$ cat src/rtl/run_ctrl_pkg.sv
// Shared definitions for the run controller: state encoding, default budgets
// and the cycle counter width.
package run_ctrl_pkg;

    typedef enum logic [2:0] {
        ST_IDLE    = 3'd0,
        ST_RUN     = 3'd1,
        ST_DRAIN   = 3'd2,
        ST_DONE    = 3'd3,
        ST_TIMEOUT = 3'd4
    } state_e;

    localparam int unsigned DEF_MAX_CYCLES   = 500000;
    localparam int unsigned DEF_DRAIN_CYCLES = 4;
    localparam int          CNT_W            = 32;

endpackage

$ cat src/rtl/run_ctrl_cycle_counter.sv
// Run-cycle counter with synchronous clear, count enable and a budget-limit
// match flag that fires on the edge that will bring the count to LIMIT.
module cycle_counter
    import run_ctrl_pkg::*;
#(
    parameter int unsigned LIMIT = DEF_MAX_CYCLES
) (
    input  logic             clk,
    input  logic             rst,
    input  logic             clr_i,
    input  logic             en_i,
    output logic [CNT_W-1:0] count_o,
    output logic             atLimit_o
);

    logic [CNT_W-1:0] count_q;

    always_ff @(posedge clk or posedge rst) begin
        if (rst) begin
            count_q <= '0;
        end else if (clr_i) begin
            count_q <= '0;
        end else if (en_i) begin
            count_q <= count_q + CNT_W'(1);
        end
    end

    assign count_o   = count_q;
    assign atLimit_o = en_i && (count_q == CNT_W'(LIMIT - 1));

endmodule

$ cat src/rtl/run_ctrl.sv
// Run controller: launches the pipeline, watches for halt or budget exhaustion,
// drains, and reports. Define RUN_CTRL_SIM_REPORT_EN for the simulation report.
module run_ctrl
    import run_ctrl_pkg::*;
#(
    parameter int unsigned MAX_CYCLES   = DEF_MAX_CYCLES,
    parameter int unsigned DRAIN_CYCLES = DEF_DRAIN_CYCLES
) (
    input  logic             clk,
    input  logic             rst,
    input  logic             start,
    input  logic             clear,
    input  logic             isHalt,
    input  logic [15:0]      ret_val,
    output logic             cpu_run,
    output logic             busy,
    output logic             done,
    output logic             timeout,
    output logic [15:0]      result,
    output logic [CNT_W-1:0] cycles
);

    state_e           state_q;
    logic [CNT_W-1:0] drainCnt_q;
    logic [15:0]      result_q;
    logic             cpuRun_q;
    logic             busy_q;
    logic             done_q;
    logic             timeout_q;
    logic             cntClear;
    logic             atLimit;

    assign cntClear = (state_q == ST_IDLE) && start;

    cycle_counter #(
        .LIMIT (MAX_CYCLES)
    ) u_cycle_counter (
        .clk       (clk),
        .rst       (rst),
        .clr_i     (cntClear),
        .en_i      (state_q == ST_RUN),
        .count_o   (cycles),
        .atLimit_o (atLimit)
    );

    // Output flags are updated alongside each transition so they are pure registers.
    always_ff @(posedge clk or posedge rst) begin
        if (rst) begin
            state_q    <= ST_IDLE;
            drainCnt_q <= '0;
            result_q   <= '0;
            cpuRun_q   <= 1'b0;
            busy_q     <= 1'b0;
            done_q     <= 1'b0;
            timeout_q  <= 1'b0;
        end else begin
            case (state_q)
                ST_IDLE: begin
                    if (start) begin
                        state_q    <= ST_RUN;
                        result_q   <= '0;
                        drainCnt_q <= CNT_W'(DRAIN_CYCLES);
                        cpuRun_q   <= 1'b1;
                        busy_q     <= 1'b1;
                    end
                end
                ST_RUN: begin
                    if (isHalt) begin
                        result_q <= ret_val;
                        cpuRun_q <= 1'b0;
                        if (DRAIN_CYCLES > 0) begin
                            state_q <= ST_DRAIN;
                        end else begin
                            state_q <= ST_DONE;
                            busy_q  <= 1'b0;
                            done_q  <= 1'b1;
                        end
                    end else if (atLimit) begin
                        state_q   <= ST_TIMEOUT;
                        cpuRun_q  <= 1'b0;
                        busy_q    <= 1'b0;
                        timeout_q <= 1'b1;
                    end
                end
                ST_DRAIN: begin
                    drainCnt_q <= drainCnt_q - CNT_W'(1);
                    if (drainCnt_q == CNT_W'(1)) begin
                        state_q <= ST_DONE;
                        busy_q  <= 1'b0;
                        done_q  <= 1'b1;
                    end
                end
                ST_DONE: begin
                    if (clear) begin
                        state_q <= ST_IDLE;
                        done_q  <= 1'b0;
                    end
                end
                ST_TIMEOUT: begin
                    if (clear) begin
                        state_q   <= ST_IDLE;
                        timeout_q <= 1'b0;
                    end
                end
                default: begin
                    state_q   <= ST_IDLE;
                    cpuRun_q  <= 1'b0;
                    busy_q    <= 1'b0;
                    done_q    <= 1'b0;
                    timeout_q <= 1'b0;
                end
            endcase
        end
    end

    assign cpu_run = cpuRun_q;
    assign busy    = busy_q;
    assign done    = done_q;
    assign timeout = timeout_q;
    assign result  = result_q;

`ifdef RUN_CTRL_SIM_REPORT_EN
    logic doneSeen_q;
    logic timeoutSeen_q;

    // Reports once on the first cycle spent in DONE or TIMEOUT.
    always @(posedge clk) begin
        doneSeen_q    <= done_q;
        timeoutSeen_q <= timeout_q;
        if (!rst && done_q && !doneSeen_q) begin
            $display("Finished with << %0d >>", result_q);
            $finish;
        end
        if (!rst && timeout_q && !timeoutSeen_q) begin
            $display("ran for %0d cycles", cycles);
            $finish;
        end
    end
`else
`endif

endmodule

$ cat config.mk
export PLATFORM = sky130hd
export DESIGN_NAME = run_ctrl
export DESIGN_NICKNAME = d
export VERILOG_FILES = /design/src/rtl/run_ctrl_pkg.sv /design/src/rtl/run_ctrl_cycle_counter.sv /design/src/rtl/run_ctrl.sv
export SDC_FILE = /design/constraint.sdc
export NUM_CORES = 1
export LEC_CHECK = 0
export BUFFER_PORTS_ARGS = -buffer_cell sky130_fd_sc_hd__buf_2
export CORE_MARGIN = 1
export CORE_UTILIZATION = 48
export CTS_CLUSTER_DIAMETER = 120
export CTS_CLUSTER_SIZE = 25
export DETAILED_ROUTE_END_ITERATION = 6
export PLACE_DENSITY_LB_ADDON = 0.12
export SLEW_MARGIN = 20
export SYNTH_ARGS = -nofsm -noshare
export SYNTH_HDL_FRONTEND = slang
export SYNTH_SLANG_ARGS = --single-unit
$ cat constraint.sdc
create_clock -name clk -period 4.7 [get_ports clk]
set_clock_uncertainty 0.05 [all_clocks]
set_input_delay 0.47 -clock clk [delete_from_list [all_inputs] [get_ports clk]]
set_output_delay 0.47 -clock clk [all_outputs]
set_load 0.1 [all_outputs]
# [After elaboration in Yosys (flattened, before gate mapping)]
# Index checks and enable logic that the tools add are counted.
[word_totals] wordCells=72 register_bits=87 inputBits=21
[op_classes] n_bitwise=4 n_reduce_logical=17 add_sub_neg=2 mux=26 eq_ne=15
[op_table] cell="$mux 32" count=3
[op_table] cell="$pmux 32 s2" count=1
[op_table] cell="$add 32x1->32 const B" count=1
[op_table] cell="$eq 32x1->1 const B" count=1
[op_table] cell="$eq 32x19->1 const B" count=1
[op_table] cell="$mux 16" count=2
[op_table] cell="$pmux 16 s2" count=1
[op_table] cell="$sub 32x1->32 const B" count=1
[op_table] cell="$mux 3" count=5
[op_table] cell="$ne 2x2->1 const B" count=7
[op_table] cell="$pmux 3 s4" count=1
[op_table] cell="$mux 1" count=9
[op_table] cell="$pmux 1 s3" count=3
[op_table] cell="$reduce_and 3->1" count=3
[op_table] cell="$reduce_or 3->1" count=3
[op_table] cell="$reduce_and 4->1" count=2
[op_table] cell="$eq 3x2->1 const B" count=2
[op_table] cell="$reduce_bool 2->1" count=3
[op_table] cell="$reduce_and 5->1" count=1
[op_table] cell="$not 1->1" count=4
[op_table] cell="$pmux 1 s4" count=1
[op_table] cell="$eq 3x1->1 const B" count=1
[op_table] cell="$eq 3x3->1 const B" count=1
[op_table] cell="$logic_not 3->1" count=1
[op_table] cell="5 further kinds" count=6

# [Longest topological paths before layout]
# Gate-level depths: netlist of run 1.
[logic_depth] ltp_word=5 depth_mapped=8 mapped_depth_nobuf=7

# [Modules after synthesis]
# From an unflattened synthesis of run 1, not the netlist that was laid out.
[unflattened] cells_unflattened=471 area_unflattened_um2=4448.0
[modules_own_cells] module="run_ctrl" n_inst=1 cells_each=281 seq_area_each_um2=1376.3 area_per_inst_um2=2677.6
[modules_own_cells] module="cycle_counter" n_inst=1 cells_each=190 seq_area_each_um2=800.8 area_per_inst_um2=1770.4

# [Least setup slack after synthesis of run 1]
# No wires, ideal clock.
[synth_path] kind="register to register" start="register u_cycle_counter.count_q[9], in the netlist u_cycle_counter.count_o[9]" end="register u_cycle_counter.count_q[23], in the netlist u_cycle_counter.count_o[23]" setup_ns=0.078 stages_incl_launch_ff=6 path_buffers=0 required_time_ns=4.572 slack_ns=1.806 arrival_ns=2.765 path_cell_list="dfrtp_1 -> nand4_1 -> or3_1 -> or3_1 -> or4_1 -> a21oi_1"
[synth_via] elab_chain_cells=3
[synth_lines] element="start: declaration" line_no="run_ctrl_cycle_counter.sv:16" source="logic [CNT_W-1:0] count_q;"
[synth_lines] element="start signal: assignment" line_no="run_ctrl_cycle_counter.sv:24" source="count_q <= count_q + CNT_W'(1);"
[synth_lines] element="$add 32x1->32" line_no="run_ctrl_cycle_counter.sv:24"
[synth_lines] element="$mux 32" line_no="run_ctrl_cycle_counter.sv:23" source="end else if (en_i) begin"
[synth_lines] element="$mux 32" line_no="run_ctrl_cycle_counter.sv:21" source="end else if (clr_i) begin"
# Every way passes these cells. The select of a mux whose other input is x is not followed.
# A chain may end at the register's enable or synchronous reset.

# [Worst setup path in the final report of run 1]
[layout_path] start="register state_q[1]" end="register drainCnt_q[29]"
[layout_via] elab_chain_cells=3 elab_cells_between_ends=6 cone_classes="2 x eq/ne; 1 x mux; 3 x reduce/logical"
[layout_lines] element="start: declaration" line_no="run_ctrl.sv:23" source="state_e state_q;"
[layout_lines] element="start signal: assignment" line_no="run_ctrl.sv:49" source="state_q <= ST_IDLE;"
[layout_lines] element="start signal: assignment" line_no="run_ctrl.sv:60" source="state_q <= ST_RUN;"
[layout_lines] element="start signal: assignment" line_no="run_ctrl.sv:72" source="state_q <= ST_DRAIN;"
[layout_lines] element="$eq 3x2->1 or $logic_not 3->1 (tied branches)" line_no="run_ctrl.sv:57" source="case (state_q)"
[layout_lines] element="$reduce_bool 2->1 (no line) or $ne 2x2->1 (tied branches)"
[layout_lines] element="$reduce_and 2->1 (no line)"
[layout_lines] element="end signal: assignment" line_no="run_ctrl.sv:62" source="drainCnt_q <= CNT_W'(DRAIN_CYCLES);"
[layout_lines] element="end signal: assignment" line_no="run_ctrl.sv:86" source="drainCnt_q <= drainCnt_q - CNT_W'(1);"
[layout_lines] element="end: declaration" line_no="run_ctrl.sv:24" source="logic [CNT_W-1:0] drainCnt_q;"
# Several ways; a longest one is shown, not always the timed one.

==> results.txt, run 1 <==
Max-cap violations - 0
Switching Fraction - 48.4%
Slew Viols, Final - 0
CP Data Arrival Time - 3.01 ns
Yosys reg bits - 87
post-place setup slack - 1.93 ns
Crit Reg-Reg Startpoint - state_q[1]
Pwr Density - 638 nW/um^2
cts hold-fix bufs - 0
status - finished, final reports clean
DR vias - 3603
multi-input combinational cell area - 2010 um^2
Final Cycle Share - 59.0%
kind of critical path - reg -> reg
CP delay by family, top - simple AND/OR/NAND/NOR gates
clock share of power - 21.6%
synth unique cells - 45
DPL Wire Length - 6.67 mm
slowest stage delay, CP - 0.74 ns
fin crit period - 2.78 ns
io pins - 73
Slew @ Worst Pin - 1.05 ns
commonest non-fill, non-tap cells in the layout - dfrtp_1 (87), buf_2 (72), nand2_1 (64)
P_int - 0.00165 W
First DRT Iteration DRCs - 205
DR WL/cell - 15.4 um
critical-path cell list - nor3b_1 > nand4b_1 > or4_1 > nor4_4 > mux2i_1
Final #Nets - 544
setup TNS - 0 ns
Ys Warns - 0
total power - 0.00320 W
Via density - 5.69
die height - 96.7 um
remaining global-route overflow - 0
WP buf/inv - 0
Synth Cell Area - 4310 um^2
clk buf depth - 2
layout overhead on the synthesized area - 16.5%
clock latency on the worst-skew pair - 0.35 ns
post-route setup slack - 1.92 ns
FF+latch area - 2180 um^2
clk root buf - clkbuf_8
fillers - 795
Worst Setup End Kind - flip-flop
dominant synthesized flop cell - dfrtp_1
CP Launch Point - state_q[1]
CTS Buf Count - 9
layout cells sized above 1 - 19.4%
initial antenna violation count - 0
Critical Path Fanout Max - 20
Die Area - 9350 um^2
Fmax - 360 MHz
commonest non-fill, non-tap cell in the layout - dfrtp_1
largest net degree at the start of global routing - 50
number of flops mapped to enable cells by yosys - 0
final hold viol count - 0
Static Leak - 2.27 nW
Hold WS - 0.198 ns
Hold/Removal Path Class - in -> async
routability cong. - 0.804
syn_area_per_cell - 9.36 um^2
TritonCTS clock tree - done
vias in the first global route - 3437
H-tree depth - 3
post-cts sizing count - 0
Die Wd - 96.7 um
Post-Synthesis Cells - 460
setup violators final - 0
post-synthesis sequential area ratio - 50.6%
Worst EP required - 4.94 ns
Comb pwr share - 42.7%
Final ANT Viol Nets - 0
Antenna Diode Count - 0
Starting Density - 49.4%
GR Util All Layers - 21.5%
DRC - 0
Worst slew margin - 30.0%
CP Launch Type - flip-flop
TritonRoute pass-1 iters - 4
Peak VDD IR - 0.564 mV
FFs w/ async S/R, synth - 100%
RSZ-0062 raised after global routing - no
final wirelength - 9.75 mm
Mapped Nets - 484
Sequential Power Share - 35.6%
Core Area - 8720 um^2
slowest library cell on the worst path - or4_1
Site Rows - 34
Port Buffer Count - 72
Worst-path clk slew - 0.09 ns
Psw - 0.00155 W
postcts setup bufs - 0
clock sink count - 87
first-pass GRT wire length - 16.6 mm
final cells by class:
class / instances / share of cell area (%)
Timing Repair Buffer: 75 / 7.63
Multi-Input combinational cell: 336 / 40.1
Sequential cell: 87 / 43.4
Inverter: 11 / 0.848
Tap cell: 108 / 2.69
Clock buffer: 10 / 2.54
Clock inverter: 6 / 2.79
per-layer routing:
layer | GRT usage, % | vias up | wire (um)
met3 | 3.90 | 9 | 394
met4 | 6.89 | 0 | 81
met5 | 0 | - | 0
li1 | - | 1780 | -
met1 | 30.1 | 1734 | 4610
met2 | 34.0 | 80 | 4660
flip-flops by register name, indices dropped and copies added (netlist names):
name / count
busy: 1
drainCnt_q: 32
cpu_run: 1
timeout: 1
result: 16
done: 1
u_cycle_counter.count_o: 32
state_q: 3
power groups by stage:
stage	logic [W]	registers, W	clock network, W
2_1_floorplan	0.000588	0.00167	0
3_5_place_dp	0.00137	0.00115	0
5_1_grt	0.00148	0.00117	0.000737
4_1_cts	0.00137	0.00114	0.000704
3_3_place_gp	0.00135	0.00113	0
6_report	0.00137	0.00114	0.000692
final timing paths:
path                                                     to  slack [ns]  cells past startpoint
max in group asynchronous       u_cycle_counter.count_o[23]        3.40                      3
worst min register to register               drainCnt_q[29]        0.43                      1
worst max-delay path                         drainCnt_q[29]        1.92                      5
worst min-delay path                              result[1]        0.20                      2
worst max register to register               drainCnt_q[29]        1.92                      5
min in group clk                                  result[8]        0.29                      3
per-stage QoR:
step | area (um^2) | cells | utilization [%]
final | 5020 | 633 | 57.5
after global routing | 5020 | 633 | 57.5
after CTS | 5000 | 633 | 57.4
after detailed placement | 4730 | 617 | 54.3
after global placement | 4730 | 617 | 54.3
after floorplan | 4310 | 460 | -
Yosys cell counts, drive strengths merged (2+ instances only):
master | n | area share, %
inv | 11 | 0.96
nand3 | 19 | 2.2
xor2 | 3 | 0.61
o41ai | 5 | 1.0
or4 | 7 | 1.4
nand3b | 2 | 0.35
clkbuf | 22 | 1.9
xnor2 | 21 | 4.3
or2 | 2 | 0.29
ha | 3 | 0.87
nor4 | 14 | 2.4
nand2b | 5 | 0.73
mux2i | 8 | 1.9
a21o | 3 | 0.52
or3 | 11 | 1.6
buf | 4 | 0.49
nor4bb | 2 | 0.46
o211ai | 9 | 1.6
nor4b | 3 | 0.61
nor3 | 27 | 3.1
o311ai | 6 | 1.2
nor2 | 38 | 3.3
o2111ai | 2 | 0.41
nand4 | 8 | 1.2
o21ai | 32 | 3.7
a21oi | 15 | 1.7
nand2 | 64 | 5.6
o31ai | 8 | 1.4
dfrtp | 87 | 51
and4 | 7 | 1.4
nor3b | 3 | 0.52
kinds of logic (layout without fill, tap and decap cells):
kind of cell / after synthesis / count (layout) / share of synthesized area, %
and+or+nand+nor: 217 / 217 / 26.1
AOI/OAI and AO/OA: 84 / 84 / 12.4
DFF: 87 / 87 / 50.6
xor gates and xnor gates: 24 / 24 / 4.88
buffers and inverters: 37 / 102 / 3.37
muxes: 8 / 8 / 1.86
adders and majority gates: 3 / 3 / 0.872
Power figures use the tool's default switching activity.
==> run 2: changes to the inputs <==
==> constraint.sdc (replaced) <==
create_clock -name clk -period 2.29 [get_ports clk]
set_clock_uncertainty 0.05 [all_clocks]
set_input_delay 0.229 -clock clk [delete_from_list [all_inputs] [get_ports clk]]
set_output_delay 0.229 -clock clk [all_outputs]
set_load 0.1 [all_outputs]
==> run 2 against run 1 <==
Against the previous run: via count increased by 2.5%; power rose by 110%; the run now ends with setup timing left; largest power group unchanged; hold slack got worse by 0.14 ns; clock-buffer cell count increased by 2; critical endpoint unchanged; first-iteration DRC count down 27%; sequential power grew 95%; design area is 6.6% higher.
==> results.txt, run 2 (synthesis results as in run 1) <==
clk root buf - clkbuf_8 (unchanged)
commonest non-fill, non-tap cells in the layout - buf_2 (72), nand2_1 (64), dfrtp_1 (62) (was dfrtp_1 (87), buf_2 (72), nand2_1 (64))
die height - 96.7 um (unchanged)
Site Rows - 34 (unchanged)
Worst slew margin - 57.5% (was 30.0%)
kind of critical path - reg -> reg (unchanged)
largest net degree at the start of global routing - 88 (was 50)
Die Wd - 96.7 um (unchanged)
DR vias - 3693 (was 3603)
Top cell by count, worst path - or4_4
io pins - 73 (unchanged)
Via density - 5.54 (was 5.69)
CP Launch Type - flip-flop (unchanged)
status - finished, violations left (was finished, final reports clean)
DR WL/cell - 14.8 um (was 15.4 um)
RSZ-0062 raised after global routing - yes (was no)
Post-Route Utilization - 61.3% (was 57.5%)
slowest stage delay, CP - 0.54 ns (was 0.74 ns)
CTS Buf Count - 9 (unchanged)
Slew Viols, Final - 0 (unchanged)
Hold WS - 0.0530 ns (was 0.198 ns)
DPL Wire Length - 6.88 mm (was 6.67 mm)
multi-input combinational cell area - 2090 um^2 (was 2010 um^2)
commonest non-fill, non-tap cell in the layout - buf_2 (was dfrtp_1)
setup violators final - 5 (was 0)
critical-path cell list - or4_4 > or4_4 > or4_4 > nor4_4 > mux2i_1 (was nor3b_1 > nand4b_1 > or4_1 > nor4_4 > mux2i_1)
Critical Path Fanout Max - 6 (was 20)
final hold viol count - 0 (unchanged)
CP Data Arrival Time - 2.58 ns (was 3.01 ns)
Final ANT Viol Nets - 0 (unchanged)
post-place setup slack - -0.172 ns (was 1.93 ns)
TritonCTS clock tree - done (unchanged)
clock latency on the worst-skew pair - 0.35 ns (about the same)
failing checks - setup timing
Placed Area - 5060 um^2 (was 4730 um^2)
initial antenna violation count - 0 (unchanged)
Peak VDD IR - 1.09 mV (was 0.564 mV)
routability cong. - 0.812 (was 0.804)
Final #Nets - 578 (was 544)
Worst-path clk slew - 0.09 ns (about the same)
Slew @ Worst Pin - 0.636 ns (was 1.05 ns)
final wirelength - 9.85 mm (was 9.75 mm)
Hold Crit Depth - 3
H-tree depth - 3 (unchanged)
DRC - 0 (unchanged)
first-pass GRT wire length - 17.1 mm (was 16.6 mm)
layout cells sized above 1 - 30.1% (was 19.4%)
fin crit period - 2.35 ns (was 2.78 ns)
GR Util All Layers - 22.3% (was 21.5%)
clk buf depth - 2 (unchanged)
Worst EP required - 2.52 ns (was 4.94 ns)
Pwr Density - 1250 nW/um^2 (was 638 nW/um^2)
First DRT Iteration DRCs - 150 (was 205)
R2R depth - 5 (unchanged)
Static Leak - 2.37 nW (was 2.27 nW)
fillers - 789 (was 795)
Starting Density - 49.4% (unchanged)
TritonRoute pass-1 iters - 4 (unchanged)
Die Area - 9350 um^2 (unchanged)
vias in the first global route - 3642 (was 3437)
FF+latch area - 2230 um^2 (was 2180 um^2)
Worst Setup End Kind - flip-flop (unchanged)
Design Area, Final - 5350 um^2 (was 5020 um^2)
Port Buffer Count - 72 (unchanged)
clock sink count - 87 (unchanged)
remaining global-route overflow - 0 (unchanged)
post-route setup slack - -0.0631 ns (was 1.92 ns)
Final Cycle Share - 103% (was 59.0%)
Core Area - 8720 um^2 (unchanged)
slowest library cell on the worst path - or4_4 (was or4_1)
Max-cap violations - 0 (unchanged)
Antenna Diode Count - 0 (unchanged)
Fmax - 425 MHz (was 360 MHz)
Hold/Removal Path Class - in -> reg (was in -> async)
layout overhead on the synthesized area - 24.2% (was 16.5%)
[run 2: critical path, delay by kind of cell, from the launching register on]
family,cells,cell delay [ns]
mux,1,0.20
flops,1,0.38
simple gates,4,1.65
[run 2: power by group]
group	internal (W)	switching [W]
combinational	0.000973	0.00241
clock	0.000540	0.000548
sequential	0.00191	0.000304
[run 2: final timing paths]
| path | endpoint | slack, ns | from |
|---|---|---|---|
| max | drainCnt_q[29] | -0.06 | drainCnt_q[21] |
| min | result[3] | 0.05 | ret_val[3] |
| max reg2reg | drainCnt_q[29] | -0.06 | drainCnt_q[21] |
| min reg2reg | result[10] | 0.43 | result[10] |
| max in group asynchronous | u_cycle_counter.count_o[11] | 1.31 | rst |
| min in group asynchronous | timeout | 0.49 | rst |
[run 2: routing by layer]
layer	global-route usage [%]	wire (um)	share of wire [%]	vias up
met5	0	0	0	-
li1	-	-	-	1845
met1	30.3	4630	47	1774
met2	36.0	4730	48	60
met4	8.73	167	1.7	0
met3	3.76	317	3.2	14
[run 2: what timing repair did]
item                                    4_1_cts  5_1_grt
gates resized for setup                       3        9
hold endpoints to repair                     87        0
pin swaps                                     1        1
hold buffers                                  1        0
setup buffers                                 1        0
endpoints found under the setup margin        6       13
cloned                                        0        0
[run 2: cell type report]
cell class	instances	share of cell area [%]
Timing Repair Buffer	109	12.2
Sequential cell	87	41.6
Multi-Input combinational cell	336	39.1
Clock buffer	12	2.71
Inverter	11	0.842
Clock inverter	4	1.03
Tap cell	108	2.53
[run 2: metrics by stage]
stage	power (W)	setup TNS, ns	instances
after floorplan	0.00471	-0.759	460
after global placement	0.00544	-0.358	649
after detailed placement	0.00552	-0.515	649
after CTS	0.00667	-0.144	667
after global routing	0.00709	-0.524	667
final	0.00669	-0.175	667
